File: src/rtl/dfi_pkg.sv
// Shared types and constants for the DFI PHY init responder: FSM state encoding,
// default timing values and the 16-bit timer width.
package dfi_pkg;

    localparam int CNT_W   = 16;
    localparam int CNT_MAX = 65535;

    localparam logic [CNT_W-1:0] CNT_ZERO = 16'h0000;
    localparam logic [CNT_W-1:0] CNT_ONE  = 16'h0001;
    localparam logic [CNT_W-1:0] CNT_SAT  = 16'hFFFF;

    localparam int RESET_MIN_CYCLES_DEF = 200;
    localparam int TRAIN_CYCLES_DEF     = 1000;
    localparam int PHYUPD_INTERVAL_DEF  = 4096;

    typedef enum logic [2:0] {
        ST_RESET      = 3'd0,
        ST_IDLE       = 3'd1,
        ST_MEM_RESET  = 3'd2,
        ST_WAIT_START = 3'd3,
        ST_TRAIN      = 3'd4,
        ST_COMPLETE   = 3'd5
    } dfi_state_e;

    // A timer loaded with 0 on entry shows this value on the final edge of a window of 'cycles' edges.
    function automatic logic [CNT_W-1:0] last_cycle_target(input int cycles);
        if (cycles <= 1) begin
            return CNT_ZERO;
        end else begin
            return CNT_W'(cycles - 1);
        end
    endfunction

endpackage

File: src/rtl/dfi_cycle_timer.sv
// Saturating 16-bit cycle timer with synchronous load, count enable and a
// count >= target done flag.
module dfi_cycle_timer
    import dfi_pkg::*;
(
    input  logic             clk,
    input  logic             rst_n,
    input  logic             load,
    input  logic [CNT_W-1:0] load_val,
    input  logic             enable,
    input  logic [CNT_W-1:0] target,
    output logic [CNT_W-1:0] count,
    output logic             done
);

    logic [CNT_W-1:0] count_r;

    // Count register: load wins over enable, and the count sticks at all-ones rather than wrapping.
    always_ff @(posedge clk or negedge rst_n) begin
        if (!rst_n) begin
            count_r <= CNT_ZERO;
        end else if (load) begin
            count_r <= load_val;
        end else if (enable && (count_r != CNT_SAT)) begin
            count_r <= count_r + CNT_ONE;
        end else begin
            count_r <= count_r;
        end
    end

    assign count = count_r;
    assign done  = (count_r >= target);

endmodule

File: src/rtl/dfi_phy_init_resp.sv
// DFI PHY-side init/training responder. Define DFI_PHYUPD_EN to enable periodic
// PHY update requests while in COMPLETE; otherwise dfi_phyupd_req is held at 0.
module dfi_phy_init_resp
    import dfi_pkg::*;
#(
    parameter int RESET_MIN_CYCLES = RESET_MIN_CYCLES_DEF,
    parameter int TRAIN_CYCLES     = TRAIN_CYCLES_DEF,
    parameter int PHYUPD_INTERVAL  = PHYUPD_INTERVAL_DEF
) (
    input  logic       core_clk,
    input  logic       core_arstn,
    input  logic       dfi_reset_n,
    input  logic       dfi_init_start,
    output logic       dfi_init_complete,
    output logic       dfi_phyupd_req,
    input  logic       dfi_phyupd_ack,
    output logic       reset_err,
    output logic [2:0] state_o
);

    if ((RESET_MIN_CYCLES < 0) || (RESET_MIN_CYCLES > CNT_MAX)) begin : g_bad_reset_min
        $error("RESET_MIN_CYCLES must be within 0..65535");
    end
    if ((TRAIN_CYCLES < 1) || (TRAIN_CYCLES > CNT_MAX)) begin : g_bad_train
        $error("TRAIN_CYCLES must be within 1..65535");
    end
    if ((PHYUPD_INTERVAL < 1) || (PHYUPD_INTERVAL > CNT_MAX)) begin : g_bad_phyupd
        $error("PHYUPD_INTERVAL must be within 1..65535");
    end

    localparam logic [CNT_W-1:0] RESET_TGT = CNT_W'(RESET_MIN_CYCLES);
    localparam logic [CNT_W-1:0] TRAIN_TGT = last_cycle_target(TRAIN_CYCLES);

    dfi_state_e       state_r;
    dfi_state_e       state_s;
    logic             start_q_r;
    logic             complete_r;
    logic             err_r;
    logic             err_set_s;
    logic             tmr_load_s;
    logic [CNT_W-1:0] tmr_load_val_s;
    logic             tmr_en_s;
    logic [CNT_W-1:0] tmr_target_s;
    logic             tmr_done_s;
    logic [CNT_W-1:0] tmr_count_unused_s;

    // Next-state and timer control; a low dfi_reset_n overrides every other input.
    always_comb begin
        state_s        = state_r;
        tmr_load_s     = 1'b0;
        tmr_load_val_s = CNT_ZERO;
        tmr_en_s       = 1'b0;
        err_set_s      = 1'b0;
        if (state_r == ST_MEM_RESET) begin
            tmr_target_s = RESET_TGT;
        end else begin
            tmr_target_s = TRAIN_TGT;
        end
        case (state_r)
            ST_RESET: begin
                state_s = ST_IDLE;
            end
            ST_IDLE: begin
                if (!dfi_reset_n) begin
                    state_s        = ST_MEM_RESET;
                    tmr_load_s     = 1'b1;
                    tmr_load_val_s = CNT_ONE;
                end else begin
                    state_s = ST_IDLE;
                end
            end
            ST_MEM_RESET: begin
                // The entry edge already saw dfi_reset_n low, so the timer starts at 1.
                if (!dfi_reset_n) begin
                    tmr_en_s = 1'b1;
                end else if (tmr_done_s) begin
                    state_s = ST_WAIT_START;
                end else begin
                    state_s   = ST_IDLE;
                    err_set_s = 1'b1;
                end
            end
            ST_WAIT_START: begin
                if (!dfi_reset_n) begin
                    state_s        = ST_MEM_RESET;
                    tmr_load_s     = 1'b1;
                    tmr_load_val_s = CNT_ONE;
                end else if (dfi_init_start) begin
                    state_s    = ST_TRAIN;
                    tmr_load_s = 1'b1;
                end else begin
                    state_s = ST_WAIT_START;
                end
            end
            ST_TRAIN: begin
                if (!dfi_reset_n) begin
                    state_s        = ST_MEM_RESET;
                    tmr_load_s     = 1'b1;
                    tmr_load_val_s = CNT_ONE;
                end else if (!dfi_init_start) begin
                    state_s    = ST_WAIT_START;
                    tmr_load_s = 1'b1;
                end else if (tmr_done_s) begin
                    state_s = ST_COMPLETE;
                end else begin
                    tmr_en_s = 1'b1;
                end
            end
            ST_COMPLETE: begin
                if (!dfi_reset_n) begin
                    state_s        = ST_MEM_RESET;
                    tmr_load_s     = 1'b1;
                    tmr_load_val_s = CNT_ONE;
                end else if (dfi_init_start && !start_q_r) begin
                    state_s    = ST_TRAIN;
                    tmr_load_s = 1'b1;
                end else begin
                    state_s = ST_COMPLETE;
                end
            end
            default: begin
                state_s = ST_RESET;
            end
        endcase
    end

    dfi_cycle_timer u_phase_timer (
        .clk      (core_clk),
        .rst_n    (core_arstn),
        .load     (tmr_load_s),
        .load_val (tmr_load_val_s),
        .enable   (tmr_en_s),
        .target   (tmr_target_s),
        .count    (tmr_count_unused_s),
        .done     (tmr_done_s)
    );

    // State, start-edge history, completion flag and sticky reset error.
    always_ff @(posedge core_clk or negedge core_arstn) begin
        if (!core_arstn) begin
            state_r    <= ST_RESET;
            start_q_r  <= 1'b0;
            complete_r <= 1'b0;
            err_r      <= 1'b0;
        end else begin
            state_r    <= state_s;
            start_q_r  <= dfi_init_start;
            complete_r <= (state_s == ST_COMPLETE);
            err_r      <= err_r | err_set_s;
        end
    end

    assign dfi_init_complete = complete_r;
    assign reset_err         = err_r;
    assign state_o           = state_r;

`ifdef DFI_PHYUPD_EN
    localparam logic [CNT_W-1:0] UPD_TGT = last_cycle_target(PHYUPD_INTERVAL);

    logic             upd_req_r;
    logic             upd_req_s;
    logic             upd_load_s;
    logic             upd_en_s;
    logic             upd_done_s;
    logic [CNT_W-1:0] upd_count_unused_s;

    // Update interval runs only while staying in COMPLETE and freezes while a request is outstanding.
    always_comb begin
        upd_req_s  = 1'b0;
        upd_load_s = 1'b1;
        upd_en_s   = 1'b0;
        if ((state_r == ST_COMPLETE) && (state_s == ST_COMPLETE)) begin
            if (upd_req_r) begin
                if (dfi_phyupd_ack) begin
                    upd_req_s  = 1'b0;
                    upd_load_s = 1'b1;
                end else begin
                    upd_req_s  = 1'b1;
                    upd_load_s = 1'b0;
                end
            end else if (upd_done_s) begin
                upd_req_s  = 1'b1;
                upd_load_s = 1'b0;
            end else begin
                upd_load_s = 1'b0;
                upd_en_s   = 1'b1;
            end
        end else begin
            upd_req_s  = 1'b0;
            upd_load_s = 1'b1;
        end
    end

    dfi_cycle_timer u_upd_timer (
        .clk      (core_clk),
        .rst_n    (core_arstn),
        .load     (upd_load_s),
        .load_val (CNT_ZERO),
        .enable   (upd_en_s),
        .target   (UPD_TGT),
        .count    (upd_count_unused_s),
        .done     (upd_done_s)
    );

    // PHY update request register.
    always_ff @(posedge core_clk or negedge core_arstn) begin
        if (!core_arstn) begin
            upd_req_r <= 1'b0;
        end else begin
            upd_req_r <= upd_req_s;
        end
    end

    assign dfi_phyupd_req = upd_req_r;
`else
    logic unused_phyupd_ack_s;
    assign unused_phyupd_ack_s = dfi_phyupd_ack;
    assign dfi_phyupd_req      = 1'b0;
`endif

endmodule
File: config.mk
export PLATFORM = sky130hd
export DESIGN_NAME = dfi_phy_init_resp
export DESIGN_NICKNAME = d
export VERILOG_FILES = /design/src/rtl/dfi_pkg.sv /design/src/rtl/dfi_cycle_timer.sv /design/src/rtl/dfi_phy_init_resp.sv
export SDC_FILE = /design/constraint.sdc
export NUM_CORES = 1
export LEC_CHECK = 0
export CAP_MARGIN = 20
export CORE_AREA = 4 4 60 62
export CTS_BUF_LIST = sky130_fd_sc_hd__clkbuf_8
export DETAILED_ROUTE_END_ITERATION = 7
export DIE_AREA = 0 0 64 66
export HOLD_SLACK_MARGIN = 0.06
export PLACE_DENSITY = 0.82
export RECOVER_POWER = 100
export SLEW_MARGIN = 20
export SYNTH_ARGS = -nofsm -noshare
export SYNTH_HDL_FRONTEND = slang
export SYNTH_SLANG_ARGS = --single-unit
File: constraint.sdc
create_clock -name core_clk -period 7.25 [get_ports core_clk]
set_clock_uncertainty 0.05 [all_clocks]
set_input_delay 1.45 -clock core_clk [delete_from_list [all_inputs] [get_ports core_clk]]
set_output_delay 1.45 -clock core_clk [all_outputs]
set_load 0.005 [all_outputs]
Word-level counts from Yosys, hierarchy flattened
Cells that the tools add are included.
{"block": "word_totals", "reg_bits": 22, "input_bits": 5, "output_inout_bits": 6, "elab_cells": 51}
{"block": "classes", "add_sub_neg": 1, "n_lt_le_gt_ge": 1, "eq_ne": 7, "n_mux": 30, "n_bitwise": 1, "n_reduce_logical": 6}
{"operator": "$mux 16", "n": 2}
{"operator": "$mux 3", "n": 7}
{"operator": "$pmux 3 s6", "n": 1}
{"operator": "$add 16x1->16 const B", "n": 1}
{"operator": "$ge 16x10->1", "n": 1}
{"operator": "$ne 16x16->1 const B", "n": 1}
{"operator": "$mux 1", "n": 15}
{"operator": "$mux 10", "n": 1}
{"operator": "$eq 3x3->1 const B", "n": 3}
{"operator": "$eq 3x2->1 const B", "n": 2}
{"operator": "$mux 2", "n": 2}
{"operator": "$pmux 1 s4", "n": 1}
{"operator": "$reduce_or 4->1", "n": 1}
{"operator": "$eq 3x1->1 const B", "n": 1}
{"operator": "$logic_not 3->1", "n": 1}
{"operator": "$logic_and 1x1->1", "n": 2}
{"operator": "$pmux 1 s2", "n": 1}
{"operator": "$reduce_bool 2->1", "n": 1}
{"operator": "$logic_not 1->1", "n": 1}
{"operator": "$or 1x1->1", "n": 1}

Depth between registers and ports, before layout
{"block": "depth", "depth_word": 10, "depth_mapped": 10, "mapped_depth_nobuf": 8}

Hierarchy
A second synthesis with hierarchy kept.
{"block": "unflattened", "hier_cells": 212, "area_unflattened_um2": 1814.2}
{"mod": "dfi_cycle_timer", "n_inst": 1, "cells_each": 171, "area_per_inst_um2": 1432.6, "seq_area_each_um2": 400.4}
{"mod": "dfi_phy_init_resp", "n_inst": 1, "cells_each": 41, "area_per_inst_um2": 381.6, "seq_area_each_um2": 150.1}

Worst setup path after synthesis
No wires, ideal clock.
{"block": "synth_path", "path_kind": "reg-to-reg", "start": "reg state_r[0], in the netlist state_o[0]", "end": "reg u_phase_timer.count_r[11], in the netlist u_phase_timer.count[11]", "t_arrival_ps": 2468, "t_required_ps": 7121, "setup_slack_ps": 4652, "stages_incl_launch_ff": 11, "period_less_slack_ps": 2598, "cell_sequence": "dfrtp_1 > buf_2 > nor3b_2 > inv_1 > ha_1 > a211oi_1 > o21a_1 > o2111ai_2 > buf_6 > a21oi_2 > mux2i_1"}
{"block": "synth_between", "elab_chain_cells": 9}
{"item": "start, declared", "line": "dfi_phy_init_resp.sv:34", "rtl": "dfi_state_e state_r;"}
{"item": "start signal, assigned", "line": "dfi_phy_init_resp.sv:146", "rtl": "state_r <= state_s;"}
{"item": "$eq 3x2->1", "line": "dfi_phy_init_resp.sv:54, dfi_phy_init_resp.sv:59"}
{"item": "$mux 10", "line": "dfi_phy_init_resp.sv:54", "rtl": "if (state_r == ST_MEM_RESET) begin"}
{"item": "$ge 16x10->1", "line": "dfi_cycle_timer.sv:32", "rtl": "assign done = (count_r >= target);"}
{"item": "$mux 1", "line": "dfi_phy_init_resp.sv:103", "rtl": "end else if (tmr_done_s) begin"}
{"item": "$mux 1", "line": "dfi_phy_init_resp.sv:100", "rtl": "end else if (!dfi_init_start) begin"}
{"item": "$mux 1", "line": "dfi_phy_init_resp.sv:96", "rtl": "if (!dfi_reset_n) begin"}
{"item": "$pmux 1 s2", "line": "dfi_phy_init_resp.sv:59", "rtl": "case (state_r)"}
{"item": "$logic_and 1x1->1", "line": "dfi_cycle_timer.sv:24", "rtl": "end else if (enable && (count_r != CNT_SAT)) begin"}
{"item": "$reduce_bool 2->1 (no source line)"}
{"item": "end signal, assigned", "line": "dfi_cycle_timer.sv:23", "rtl": "count_r <= load_val;"}
{"item": "end signal, assigned", "line": "dfi_cycle_timer.sv:25", "rtl": "count_r <= count_r + CNT_ONE;"}
{"item": "end signal, assigned", "line": "dfi_cycle_timer.sv:27", "rtl": "count_r <= count_r;"}
{"item": "end, declared", "line": "dfi_cycle_timer.sv:16", "rtl": "logic [CNT_W-1:0] count_r;"}
Parallel ways exist; a longest one is shown, timed or not.
A chain may end at the register's enable or synchronous reset.

Worst setup path after layout
{"block": "layout_path", "start": "reg state_r[1], in the netlist state_o[1]", "end": "reg u_phase_timer.count_r[6], in the netlist u_phase_timer.count[6]"}
Same word-level chain as after synthesis.

==> results by group <==
STA
  • Fmax achieved: 230 MHz
  • Final count of negative-setup-slack endpoints: 0
  • Slew @ Worst Pin: 1.73 ns
  • Slew HR: -15.7%
  • Max-slew violations: 19
  • Final hold viol count: 0
  • Part of the cycle the worst path needs: between 60% and 70%
  • Crit path setup slack, layout: ~2.9 ns
  • Hold slack: ~0.43 ns
  • Crit path time final: between 4 and 5 ns
  • RSZ-0062 raised after global routing: false
  • Final setup TNS: 0 ns

Run status
  • Failing checks: capacitance limit, slew limit
  • Status: finished, violations left

Synthesis
  • Largest family of logic cells by synthesized area: simple AND/OR/NAND/NOR gates
  • Mapped Area: approximately 1600 µm²
  • Syn nets: 184
  • Post-synthesis simple-gate area fraction: 25.2%
  • Seq cells post-synth: 22
  • Adder-Cell Fraction of Synth Area: 6.24%
  • Synth Instances: 171
  • Ys Warns: 0
  • Sequential area share after synthesis: about a third
  • Synth Area in Compound Gates: 17.9%
  • Synth unique cells: 45
  • Mean Syn Cell Area: approximately 9.4 µm²
  • Mux share of post-synthesis cell area: under 10%
  • Synth Area in XOR/XNOR: 0%

Power
  • Cell Int Power: around 0.26 mW
  • Leak: slightly below 0.7 nW
  • Maximum VDD drop: roughly 0.21 mV
  • Sequential power share: a little under two fifths
  • PD cells: approximately 260 nW/µm²
  • Net Sw Frac: between 40 and 50%
  • Comb power frac: 44.0%
  • Total power draw: approximately 0.43 mW
  • Switch Pwr: ~0.17 mW
  • Clock network power share: between 15 and 20%

Clocking
  • Clk buf depth: 2
  • CTS clock-pin slew for the worst setup and hold paths: 0.08 ns
  • Root Driver: clkbuf_8
  • Num CTS Buffers: 3
  • Hold Buf Count CTS: 0
  • Worst-Skew Late Latency: about 0.26 ns
  • Post-CTS setup buffer count: 0
  • CTS tree: built
  • Cells resized by post-CTS repair: 0
  • Clock sinks: 22
  • H-tree levels: 1

Final layout
  • Share of layout cells above drive strength 1: 9.36%
  • Most frequent cells in the layout: 26 x nand2_1, 22 x dfrtp_1, 14 x mux2i_1
  • Number of diodes: 0
  • Fillers: about 270
  • Commonest non-fill, non-tap cell in the layout: nand2_1
  • Storage element area: about 550 µm²
  • Area of the multi-input gates: a little over 900 µm²
  • Synth-to-layout area growth: 3.98%
  • Nets: 186

Routing
  • WL/cell: around 15 µm
  • Detail Route Antenna Nets: 0
  • Wirelength, routed: between 3000 and 4000 µm
  • DRC errors left: 0
  • DR vias/cell: about 5.8
  • Vias post-DR: roughly 1.3k
  • DRT Pass-1 Iters: 5
  • Iteration-0 DRC count of the detailed router: 84

Global route
  • Met3 Use GR: ~2.2%
  • Vias in the first global route: about 1.2k
  • Total gr overflow: 0
  • Initial antenna violation count: 0
  • Grt met2 use: 30.2%
  • GRT Util Overall: between 15 and 20%
  • Largest net degree at the start of global routing: 28
  • Busiest grt layer: met2
  • Routing usage on met1: around 21%
  • First-pass GRT wire length: ~5700 µm

Critical path
  • CP cell instances: nor3b_1 -> inv_1 -> ha_1 -> o211ai_1 -> o21a_1 -> o2111ai_1 -> a21boi_0 -> mux2i_1
  • Kind of critical path: flip-flop to flip-flop
  • Arrival @ worst endpoint: 4.45 ns
  • Critical-path maximum fanout: 18
  • Sum of buffers and inverters on the critical path: 1
  • Max incr delay on CP: ~1.4 ns
  • CP Capture Type: flip-flop
  • Critical path depth: 8
  • Worst Setup Start Kind: flip-flop
  • Critical path's top delay family: compound AO/OA/AOI/OAI gates
  • Req. time, crit path: roughly 7.3 ns
  • Cell at the slowest stage of the critical path: o2111ai_1
  • Reg2reg path depth: 8

Placement
  • RD Place Congestion: 0.842
  • HPWL after DPL: roughly 2300 µm
  • PortBufs: 8
  • Worst slack at placement: 3.46 ns

Floorplan
  • Core area: between 3000 and 4000 µm²
  • Num ports: 11
  • Die height: 66 µm
  • Die ar.: about 4200 µm²
  • # rows: 20
  • Die Wd: 64 µm
  • Initial Utilization: between 50% and 60%

Run
  • Maxcap violations: 1

Hold path
  • Hold path cells: 1
  • Worst Hold Class: flip-flop to flip-flop
[kinds of logic after synthesis]
| family | Yosys count |
|---|---|
| other | 1 |
| multiplexers | 14 |
| buffers and inverters | 17 |
| adder cells (fa/ha/maj) | 8 |
| flip-flops | 22 |
| AND/OR/NAND/NOR | 72 |
| AO/OA/AOI/OAI | 37 |
[worst paths after layout]
| check | from | end | slack [ns] |
|---|---|---|---|
| max in group asynchronous | core_arstn | state_o[0]$_DFF_PN0_ | 5.09 |
| max | state_o[1]$_DFF_PN0_ | u_phase_timer.count[6]$_DFFE_PN0P_ | 2.89 |
| min | reset_err$_DFF_PN0_ | reset_err$_DFF_PN0_ | 0.43 |
| max reg2reg | state_o[1]$_DFF_PN0_ | u_phase_timer.count[6]$_DFFE_PN0P_ | 2.89 |
| min in group asynchronous | core_arstn | u_phase_timer.count[3]$_DFFE_PN0P_ | 1.36 |
| min reg2reg | reset_err$_DFF_PN0_ | reset_err$_DFF_PN0_ | 0.43 |
[metrics by stage]
| stage | cell area (µm²) | util (%) | cells |
|---|---|---|---|
| after floorplan | 1600 | - | 171 |
| after global placement | 1640 | 54.3 | 212 |
| after detailed placement | 1640 | 54.3 | 212 |
| after CTS | 1690 | 55.7 | 215 |
| after global routing | 1670 | 55.1 | 215 |
| final | 1670 | 55.1 | 215 |
[cell usage after synthesis, drive strengths merged]
library cell	instances	area (µm²)
a221oi	1	8.76
and4	4	38.8
mux2i	14	140
o2111ai	2	23.8
buf	11	95.1
nand3	4	20.0
a311o	1	10.0
nand4	6	37.5
a31o	1	8.76
nor4	1	6.26
nor3b	3	27.5
inv	6	22.5
a21boi	2	15.0
a41o	1	10.0
o211a	1	10.0
o311a	1	10.0
nor3	4	20.0
nor2b	2	12.5
a21oi	16	114
nand3b	1	7.51
a211oi	2	15.0
and3	3	18.8
conb	1	3.75
nand2	26	97.6
a32o	1	10.0
or2b	6	45.0
nand2b	5	31.3
o21ai	4	20.0
and2	5	33.8
o211ai	2	15.0
a21bo	1	10.0
nor2	2	7.51
dfrtp	22	551
ha	8	100
o21a	1	7.51
[power by group through the flow]
| stage | Combinational [mW] | Sequential (mW) | Clock (mW) |
|---|---|---|---|
| after CTS | 0.196 | 0.166 | 0.0792 |
| after detailed placement | 0.194 | 0.168 | 0 |
| final | 0.189 | 0.165 | 0.0762 |
| after floorplan | 0.174 | 0.152 | 0 |
| after global placement | 0.180 | 0.167 | 0 |
| after global routing | 0.219 | 0.170 | 0.0848 |
[final cells by class]
| class | instances | area share, % |
|---|---|---|
| tap | 44 | 3.30 |
| clock buffer | 3 | 2.48 |
| inverter | 6 | 1.35 |
| sequential | 22 | 33.0 |
| multi-input combinational | 132 | 55.4 |
| timing repair buffer | 8 | 4.43 |
[worst reg2reg max path: cells and delay by family (launching register included)]
kind	cells	cell delay (ns)
fa+ha+maj	1	0.36
compound gates	4	2.03
flops	1	0.55
mux	1	0.19
simple gates	1	0.87
buf+inv	1	0.18
[per-layer routing]
metal | vias up | share of wire [%]
li1 | 619 | -
met1 | 605 | 46
met2 | 22 | 50
met3 | 7 | 2.2
met4 | 0 | 1.7
met5 | - | 0
[state kept, by name (all words and copies together), names as in the netlist]
signal and count:
start_q_r 1, u_phase_timer.count 16, state_o 3, reset_err 1, dfi_init_complete 1
Note: power is estimated with default switching activity, not from simulation.
